### src/rtl/sig_pkg.sv
// sig_pkg: shared FSM state type, default MISR constants and readout word-count helper
package sig_pkg;
  typedef enum logic [1:0] {IDLE, RUN, DRAIN} state_t;
  localparam logic [81:0] DEF_POLY = 82'h2_0000_0000_0000_0000_0023;
  localparam logic [81:0] DEF_SEED = '0;
  function automatic int num_words(int y_w, int rd_w);
    return (y_w + rd_w - 1) / rd_w;
  endfunction
endpackage

### src/rtl/response_signature_compactor_if.sv
// response_signature_compactor_if: signature readout valid/ready port (rd_valid, rd_ready, rd_data, rd_last); master drives words, slave accepts
interface response_signature_compactor_if #(
  parameter int RD_W = 32
);
  logic            rd_valid;
  logic            rd_ready;
  logic            rd_last;
  logic [RD_W-1:0] rd_data;
  modport master (output rd_valid, rd_data, rd_last, input rd_ready);
  modport slave (input rd_valid, rd_data, rd_last, output rd_ready);
endinterface

### src/rtl/misr_core.sv
// misr_core: multiple-input signature register; clk/rst_n, load seeds q, en folds d into q, nxt is the value q takes on the next enabled edge
module misr_core
  import sig_pkg::*;
#(
  parameter int W = 82,
  parameter logic [W-1:0] POLY = DEF_POLY
) (
  input  logic         clk,
  input  logic         rst_n,
  input  logic         load,
  input  logic         en,
  input  logic [W-1:0] seed,
  input  logic [W-1:0] d,
  output logic [W-1:0] q,
  output logic [W-1:0] nxt
);
  assign nxt = {q[W-2:0], 1'b0} ^ (q[W-1] ? POLY : '0) ^ d;
  always_ff @(posedge clk)
    if (!rst_n || load) q <= seed;
    else if (en) q <= nxt;
endmodule

### src/rtl/response_signature_compactor.sv
// response_signature_compactor: compacts y into a MISR for CYCLES clocks after start, compares with golden_sig (done/match), then drains the signature LSB word first on rd; busy marks RUN/DRAIN, sample_cnt counts samples
module response_signature_compactor
  import sig_pkg::*;
#(
  parameter int Y_W = 82,
  parameter int CYCLES = 25,
  parameter logic [Y_W-1:0] POLY = DEF_POLY,
  parameter logic [Y_W-1:0] SEED = DEF_SEED,
  parameter int RD_W = 32
) (
  input  logic                  clk,
  input  logic                  rst_n,
  input  logic                  start,
  input  logic [Y_W-1:0]        y,
  input  logic [Y_W-1:0]        golden_sig,
  output logic                  busy,
  output logic                  done,
  output logic                  match,
  output logic [15:0]           sample_cnt,
  response_signature_compactor_if.master rd
);
  localparam int NW = num_words(Y_W, RD_W);
  localparam int IW = $clog2(NW + 1);
  state_t             state;
  logic [Y_W-1:0]     q;
  logic [Y_W-1:0]     nxt;
  logic [NW*RD_W-1:0] cur;
  logic [IW-1:0]      idx;
  logic [IW-1:0]      nidx;
  logic               last_sample;
  assign busy        = state != IDLE;
  assign cur         = (NW*RD_W)'(q);
  assign nidx        = idx + IW'(1);
  assign last_sample = sample_cnt + 16'd1 == 16'(CYCLES);
  misr_core #(.W(Y_W), .POLY(POLY)) u_misr (
    .clk  (clk),
    .rst_n(rst_n),
    .load (state == IDLE && start),
    .en   (state == RUN),
    .seed (SEED),
    .d    (y),
    .q    (q),
    .nxt  (nxt)
  );
  always_ff @(posedge clk) begin
    if (!rst_n) begin
      state       <= IDLE;
      sample_cnt  <= '0;
      done        <= 1'b0;
      match       <= 1'b0;
      idx         <= '0;
      rd.rd_valid <= 1'b0;
      rd.rd_data  <= '0;
      rd.rd_last  <= 1'b0;
    end else begin
      case (state)
        IDLE: if (start) begin
          state      <= RUN;
          sample_cnt <= '0;
          done       <= 1'b0;
          match      <= 1'b0;
        end
        RUN: begin
          sample_cnt <= sample_cnt + 16'd1;
          if (last_sample) begin
            state       <= DRAIN;
            match       <= nxt == golden_sig;
            idx         <= '0;
            rd.rd_valid <= 1'b1;
            rd.rd_data  <= RD_W'(nxt);
            rd.rd_last  <= NW == 1;
          end
        end
        DRAIN: if (rd.rd_ready) begin
          if (rd.rd_last) begin
            state       <= IDLE;
            done        <= 1'b1;
            rd.rd_valid <= 1'b0;
            rd.rd_last  <= 1'b0;
          end else begin
            idx        <= nidx;
            rd.rd_data <= cur[nidx*RD_W +: RD_W];
            rd.rd_last <= nidx == IW'(NW - 1);
          end
        end
        default: state <= IDLE;
      endcase
    end
  end
endmodule
### src/flat_wrapper.sv
// flat-port wrapper written by rule: the top's interface ports become plain ports
module response_signature_compactor_flat import sig_pkg::*;
#(
  parameter int Y_W = 82,
  parameter int CYCLES = 25,
  parameter logic [Y_W-1:0] POLY = DEF_POLY,
  parameter logic [Y_W-1:0] SEED = DEF_SEED,
  parameter int RD_W = 32
)
  (clk, rst_n, start, y, golden_sig, busy, done, match, sample_cnt, rd_rd_valid, rd_rd_data, rd_rd_last, rd_rd_ready);
  response_signature_compactor_if #(.RD_W(RD_W)) rd_i ();
  input  logic clk;
  input  logic rst_n;
  input  logic start;
  input  logic [Y_W-1:0] y;
  input  logic [Y_W-1:0] golden_sig;
  output logic busy;
  output logic done;
  output logic match;
  output logic [15:0] sample_cnt;
  output wire logic [$bits(rd_i.rd_valid)-1:0] rd_rd_valid;
  output wire logic [$bits(rd_i.rd_data)-1:0] rd_rd_data;
  output wire logic [$bits(rd_i.rd_last)-1:0] rd_rd_last;
  input wire logic [$bits(rd_i.rd_ready)-1:0] rd_rd_ready;
  assign rd_rd_valid = rd_i.rd_valid;
  assign rd_rd_data = rd_i.rd_data;
  assign rd_rd_last = rd_i.rd_last;
  assign rd_i.rd_ready = rd_rd_ready;
  response_signature_compactor #(.Y_W(Y_W), .CYCLES(CYCLES), .POLY(POLY), .SEED(SEED), .RD_W(RD_W)) u_core (.clk(clk), .rst_n(rst_n), .start(start), .y(y), .golden_sig(golden_sig), .busy(busy), .done(done), .match(match), .sample_cnt(sample_cnt), .rd(rd_i));
endmodule
### config.mk
export PLATFORM = sky130hd
export DESIGN_NAME = response_signature_compactor_flat
export DESIGN_NICKNAME = d
export VERILOG_FILES = /design/src/rtl/sig_pkg.sv /design/src/rtl/response_signature_compactor_if.sv /design/src/rtl/misr_core.sv /design/src/rtl/response_signature_compactor.sv /design/src/flat_wrapper.sv
export SDC_FILE = /design/constraint.sdc
export NUM_CORES = 1
export LEC_CHECK = 0
export ABC_AREA = 1
export BUFFER_PORTS_ARGS = -buffer_cell sky130_fd_sc_hd__buf_4
export CAP_MARGIN = 20
export CORE_UTILIZATION = 54
export DETAILED_ROUTE_END_ITERATION = 6
export PLACE_DENSITY_LB_ADDON = 0.3
export SLEW_MARGIN = 25
export SYNTH_ARGS = -nofsm -noshare
export SYNTH_HDL_FRONTEND = slang
export SYNTH_SLANG_ARGS = --single-unit
export TNS_END_PERCENT = 30
### constraint.sdc
create_clock -name clk -period 2.1 [get_ports clk]
set_input_delay 0.525 -clock clk [delete_from_list [all_inputs] [get_ports clk]]
set_output_delay 0.525 -clock clk [all_outputs]
set_load 0.05 [all_outputs]
* Word level (Yosys, flattened, before mapping)
Cells that the tools add are included.
** Storage, ports and cells
- Logic and storage cells :: 69
- Output and inout bits :: 53
- Flip-flop bits (word level) :: 138
- Input bits :: 168
** Operators by class
- Equal/unequal tests :: 10
- Reductions and logical operators :: 15
- $add $sub $neg :: 2
- Multiplexer cells :: 30
- Shift operators :: 1
- Bitwise gates (word level) :: 2
** Operator list (number)
- bitwise XOR 82 bit :: 2
- 2-to-1 mux 32 bit :: 3
- indexed part select 96 x 8 -> 32 bit :: 1
- == test 82 bit :: 1
- 2-to-1 mux 82 bit :: 1
- case mux 32 bit (2 select lines) :: 1
- case mux 16 bit (2 select lines) :: 1
- adder 16 x 1 -> 16 bit (second input constant) :: 1
- == test 16 x 5 -> 1 bit (second input constant) :: 1
- 2-to-1 mux 16 bit :: 1
- AND reduction 4 bit :: 4
- 2-to-1 mux 2 bit :: 7
- 2-to-1 mux 1 bit :: 10
- case mux 1 bit (2 select lines) :: 4
- nonzero test 2 bit :: 4
- inequality test 2 bit (second input constant) :: 3
- case mux 2 bit (3 select lines) :: 1
- AND reduction 3 bit :: 2
- == test 2 bit (second input constant) :: 2
- inequality test 2 x 1 -> 1 bit (second input constant) :: 2
- case mux 2 bit (2 select lines) :: 1
- adder 2 x 1 -> 2 bit (second input constant) :: 1
- == test 2 x 1 -> 1 bit (second input constant) :: 1
- zero test 2 bit :: 1
- 4 further kinds :: 4

* Depth between registers and ports, before layout
- Depth after elaboration :: 6
- Gate-level depth with buffers :: 16
- Gate-level depth less buffers :: 15

* By module
Synthesis repeated with hierarchy kept, for this count alone.
** Second synthesis, totals
- Cell total of the unflattened synthesis :: 1298
- Area, all modules :: 9132.5 um^2
** Modules (own cells, without submodules)
- response_signature_compactor :: cells an instance 844, instances 1, area each 4727.0 um^2, sequential area each 1121.1 um^2
- misr_core :: cells an instance 454, instances 1, area each 4405.5 um^2, sequential area each 2462.4 um^2

* Worst setup path after synthesis
Ideal clock, no wire load.
- Path kind :: register to register
- Start point :: reg u_core.sample_cnt[1]
- End point :: reg u_core.rd.rd_valid
- Arrival :: 2.259 ns
- Stages on the path, launching flop included :: 16
- Buffers on the path :: 1
- Slack :: -0.291 ns
- Setup time :: 0.132 ns
- Required time :: 1.968 ns
- Cells stage by stage :: dfxtp_1 -> ha_1 -> nand3_1 -> nor2_4 -> nand2_1 -> nand2_1 -> nand2_1 -> nor2_1 -> nand2_1 -> nor2_1 -> nand2_1 -> nand2_2 -> buf_2 -> nand3_1 -> nand2_1 -> a21oi_1
** Between the ends
- Word-level cells in the longest chain between the ends :: 4
** RTL lines
- from (decl) :: line response_signature_compactor.sv:19 : output logic [15:0] sample_cnt,
- from (signal assigned) :: line response_signature_compactor.sv:64 : sample_cnt <= sample_cnt + 16'd1;
- adder 16 x 1 -> 16 bit :: line response_signature_compactor.sv:34 : assign last_sample = sample_cnt + 16'd1 == 16'(CYCLES);
- == test 16 x 5 -> 1 bit :: line response_signature_compactor.sv:34
- inequality test 2 x 1 -> 1 bit (no source line)
- AND reduction 4 bit (no source line)
- to (signal assigned) :: line response_signature_compactor.sv:52 : rd.rd_valid <= 1'b0;
- to (signal assigned) :: line response_signature_compactor.sv:69 : rd.rd_valid <= 1'b1;
- to (signal assigned) :: line response_signature_compactor.sv:78 : rd.rd_valid <= 1'b0;
- to (decl) :: line response_signature_compactor_if.sv:9 : modport master (output rd_valid, rd_data, rd_last, input rd_ready);
No other way between the ends.
A chain may end at the register's enable or synchronous reset.

* Worst setup path after layout
- Start point :: reg u_core.sample_cnt[1]
- End point :: reg u_core.rd.rd_data[25]
** Between the ends
- Word-level cells in the longest chain between the ends :: 4
** RTL lines
- adder 16 x 1 -> 16 bit :: line response_signature_compactor.sv:34
- == test 16 x 5 -> 1 bit :: line response_signature_compactor.sv:34
- inequality test 2 x 1 -> 1 bit (no source line)
- AND reduction 4 bit (no source line)
- to (signal assigned) :: line response_signature_compactor.sv:70 : rd.rd_data <= RD_W'(nxt);
- to (signal assigned) :: line response_signature_compactor.sv:82 : rd.rd_data <= cur[nidx*RD_W +: RD_W];
- to (decl) :: line response_signature_compactor_if.sv:9
No other way between the ends.

==> results.toml <==
[power_and_ir_drop]
switching_power_mw = 2.75
total_power_mw = 8.36
p_per_area_mw_per_mm2 = 719
p_int_mw = 5.60
leakage_nw = 5.48
p_clk_frac = 0.379
power_frac_seq = 0.353
switching_share = 0.329
worst_ir_drop_vdd_mv = 0.682
combPwrFrac = 0.268

[synth]
syn_inst = 1346
ys_seq_elements = 138
synth.top_cells.by_count = "nand2_1 (366), inv_1 (161), nor2_1 (150)"
synth_area_leaders = "dfxtp_1 (32%), nand2_1 (16%), a21oi_1 (7.4%)"
ys_seq_area_frac = 0.323
syn_area_per_cell_um2 = 6.35
syn_area_mm2 = 0.00855
yosys.area.top_type_share = 0.323
yosys.area.top_type = "dfxtp_1"
synth.most_common_cell = "nand2_1"
synth_nets = 1517
synth_cell_types = 33
yosysWarnings = 0
async_flop_share = 0
synth-edff-count = 0
ys.flop_type = "dfxtp_1"

[timing]
rsz0062_at_grt = "yes"
fmax_mhz = 460
finClkSkew_ns = 0.00800
period_share = 1.04
report.final.slew_viol_count = 0
hold_viol = 0
setup_viol = 31
relSlewSlack = 0.507
period_minus_slack_ns = 2.18
fin_setup_tns_ns = -1.04
tightest_slew_ns = 0.738
fin_ws_ns = -0.0751

[floorplan]
start_util = 0.558
die_h_um = 128
num_rows = 45
ios = 221
dieArea_mm2 = 0.0163
fp.dieW_um = 128
core_area_mm2 = 0.0153

[setup_path]
path_class = "flip-flop to flip-flop"
cp_slowest_cell = "dfxtp_4"
cp_common_cell = "nand2_2"
critPathMaxStageDelay_ns = 0.36
required_ns = 2.47
cp_max_fo = 7
start_kind = "flip-flop"
path_cells = "buf_6, nand2_2, nor2_4, nand2_2, nand2_1, nand2_1, nor2_1, nand2_1, nor2_2, nand2_2, nand2_4, nand3_4, buf_16, nand2_2, inv_1, nor2_1"
cp.arrival_ns = 2.54
endpoint_kind = "flip-flop"

[cts]
htree_num_levels = 4
cts_hold_buf = 0
cts_tree = "yes"
root_buffer = "clkbuf_16"
cts_inserted_buffers = 17
clock_path_buffers = 2
clock-sinks = 138
insertion_delay_ns = 0.44
clk_pin_slew_ns = 0.06

[grt]
grt_overflow = 0
grt_max_degree = 114
first_global_vias = 9046
antenna_found_initial = 0
grt_usage = 0.382
grt_pass1_wl_um = 47500

[placed_design]
finalWeightedCongestion = 0.973
post-place-ws_ns = -0.0854
port_buffers = 220
dp_cells = 1756
dp_hpwl_um = 23100

[drt]
drcViolationCount = 0
vias = 10200
vias_per_cell = 5.65
antenna_left = 0
drt_iter0_markers = 1245
wl_um = 32100
drt-wirelength-per-cell_um = 17.8
dr.pass1.iters = 7

[outcome]
outcome = "finished, violations left"
violations = "setup timing"

[min_path]
hold_class = "primary input to flip-flop"

[cells_and_area]
synthToLayoutAreaGrowth_pct = 35.9
drive_above_1_share = 0.244
final_nets = 1746
instances_no_fill = 1798
post-route-util = 0.759
num_antenna_cells = 0

[flow_run]
maxCapViolCount = 0
-- routing by layer --
metal | vias up | part of all wire | track usage
li1 | 4725 | - | -
met1 | 4589 | 0.39 | 0.500
met2 | 722 | 0.45 | 0.601
met3 | 118 | 0.11 | 0.0739
met4 | 0 | 0.046 | 0.193
met5 | - | 0 | 0
-- critical path: cells and delay by family (launching register included) --
kind	cells	cell delay, ns
AND/OR/NAND/NOR	13	1.38
flip-flops	1	0.36
buffers and inverters	3	0.36
-- state kept, by name (all words and copies together) (netlist names) --
register and flops:
u_core.state 2, u_core.rd.rd_valid 1, u_core.done 1, u_core.u_misr.q 82, u_core.rd.rd_last 1, u_core.rd.rd_data 32
u_core.sample_cnt 16, u_core.match 1, u_core.idx 2
-- through the flow --
step / hold WS [ns] / cell area [um^2]
2_1_floorplan: 0.449 / 8570
3_3_place_gp: 0.454 / 10600
3_5_place_dp: 0.467 / 10600
4_1_cts: 0.390 / 11300
5_1_grt: 0.423 / 11600
6_report: 0.398 / 11600
-- power groups by stage --
| stage | combinational, mW | clock (mW) | sequential [mW] |
|---|---|---|---|
| floorplan | 1.04 | 0 | 3.16 |
| global placement | 2.03 | 0 | 2.99 |
| detailed placement | 2.06 | 0 | 2.99 |
| CTS | 2.10 | 3.15 | 2.94 |
| global route | 2.39 | 3.27 | 2.96 |
| finish | 2.24 | 3.17 | 2.95 |
-- cells in the final DEF, fill, tap and decap left out, types with 3 or more instances in the layout --
master	count
nand4_1	33
bufinv_16	3
a21oi_1	126
nand2_4	9
inv_1	152
or2_2	3
xnor2_1	61
buf_6	8
nor2_4	6
nor2_2	14
nand3b_1	5
buf_12	5
o211ai_1	3
clkinv_2	3
dfxtp_4	3
nand3_1	19
nand2_1	338
clkbuf_8	3
o21ai_0	121
xor2_1	47
inv_2	8
a22oi_1	4
a211oi_1	7
nor2_1	134
o32a_1	8
buf_4	257
nand3_2	4
dfxtp_1	128
nand2_2	22
nand3_4	3
clkbuf_16	19
dfxtp_2	7
-- area by class of cell --
class	instances	area (um^2)
repair buffers	275	2230
multi-input cells	981	5120
clock buffers	20	467
flip-flops and latches	138	2780
inverters	162	611
clock inverters	11	144
fillers	1181	3700
well taps	211	264
-- cells by family (layout without fill, tap and decap cells) --
group                      count (synthesis)  count (layout)  share of synthesized area
and+or+nand+nor                          591             592                      0.281
AOI/OAI and AO/OA                        277             277                      0.173
buffers and inverters                    228             468                      0.105
DFF                                      138             138                      0.323
xor gates and xnor gates                 109             109                      0.113
adders and majority gates                  3               3                    0.00439
-- final timing paths --
kind                        start                    end  slack, ns  depth (start not counted)
min reg2reg           u_core.done            u_core.done       0.48                          2
min                         y[53]    u_core.u_misr.q[53]       0.40                          3
max reg2reg  u_core.sample_cnt[1]  u_core.rd.rd_data[25]      -0.08                         16
max          u_core.sample_cnt[1]  u_core.rd.rd_data[25]      -0.08                         16
-- timing repair --
item / CTS / global route
gates resized for setup: 18 / 68
pin swaps: 11 / 24
endpoints found under the setup margin: 32 / 37
cloned: 1 / 3
buffers inserted: 5 / 2
Note: power is estimated with default switching activity, not from simulation.
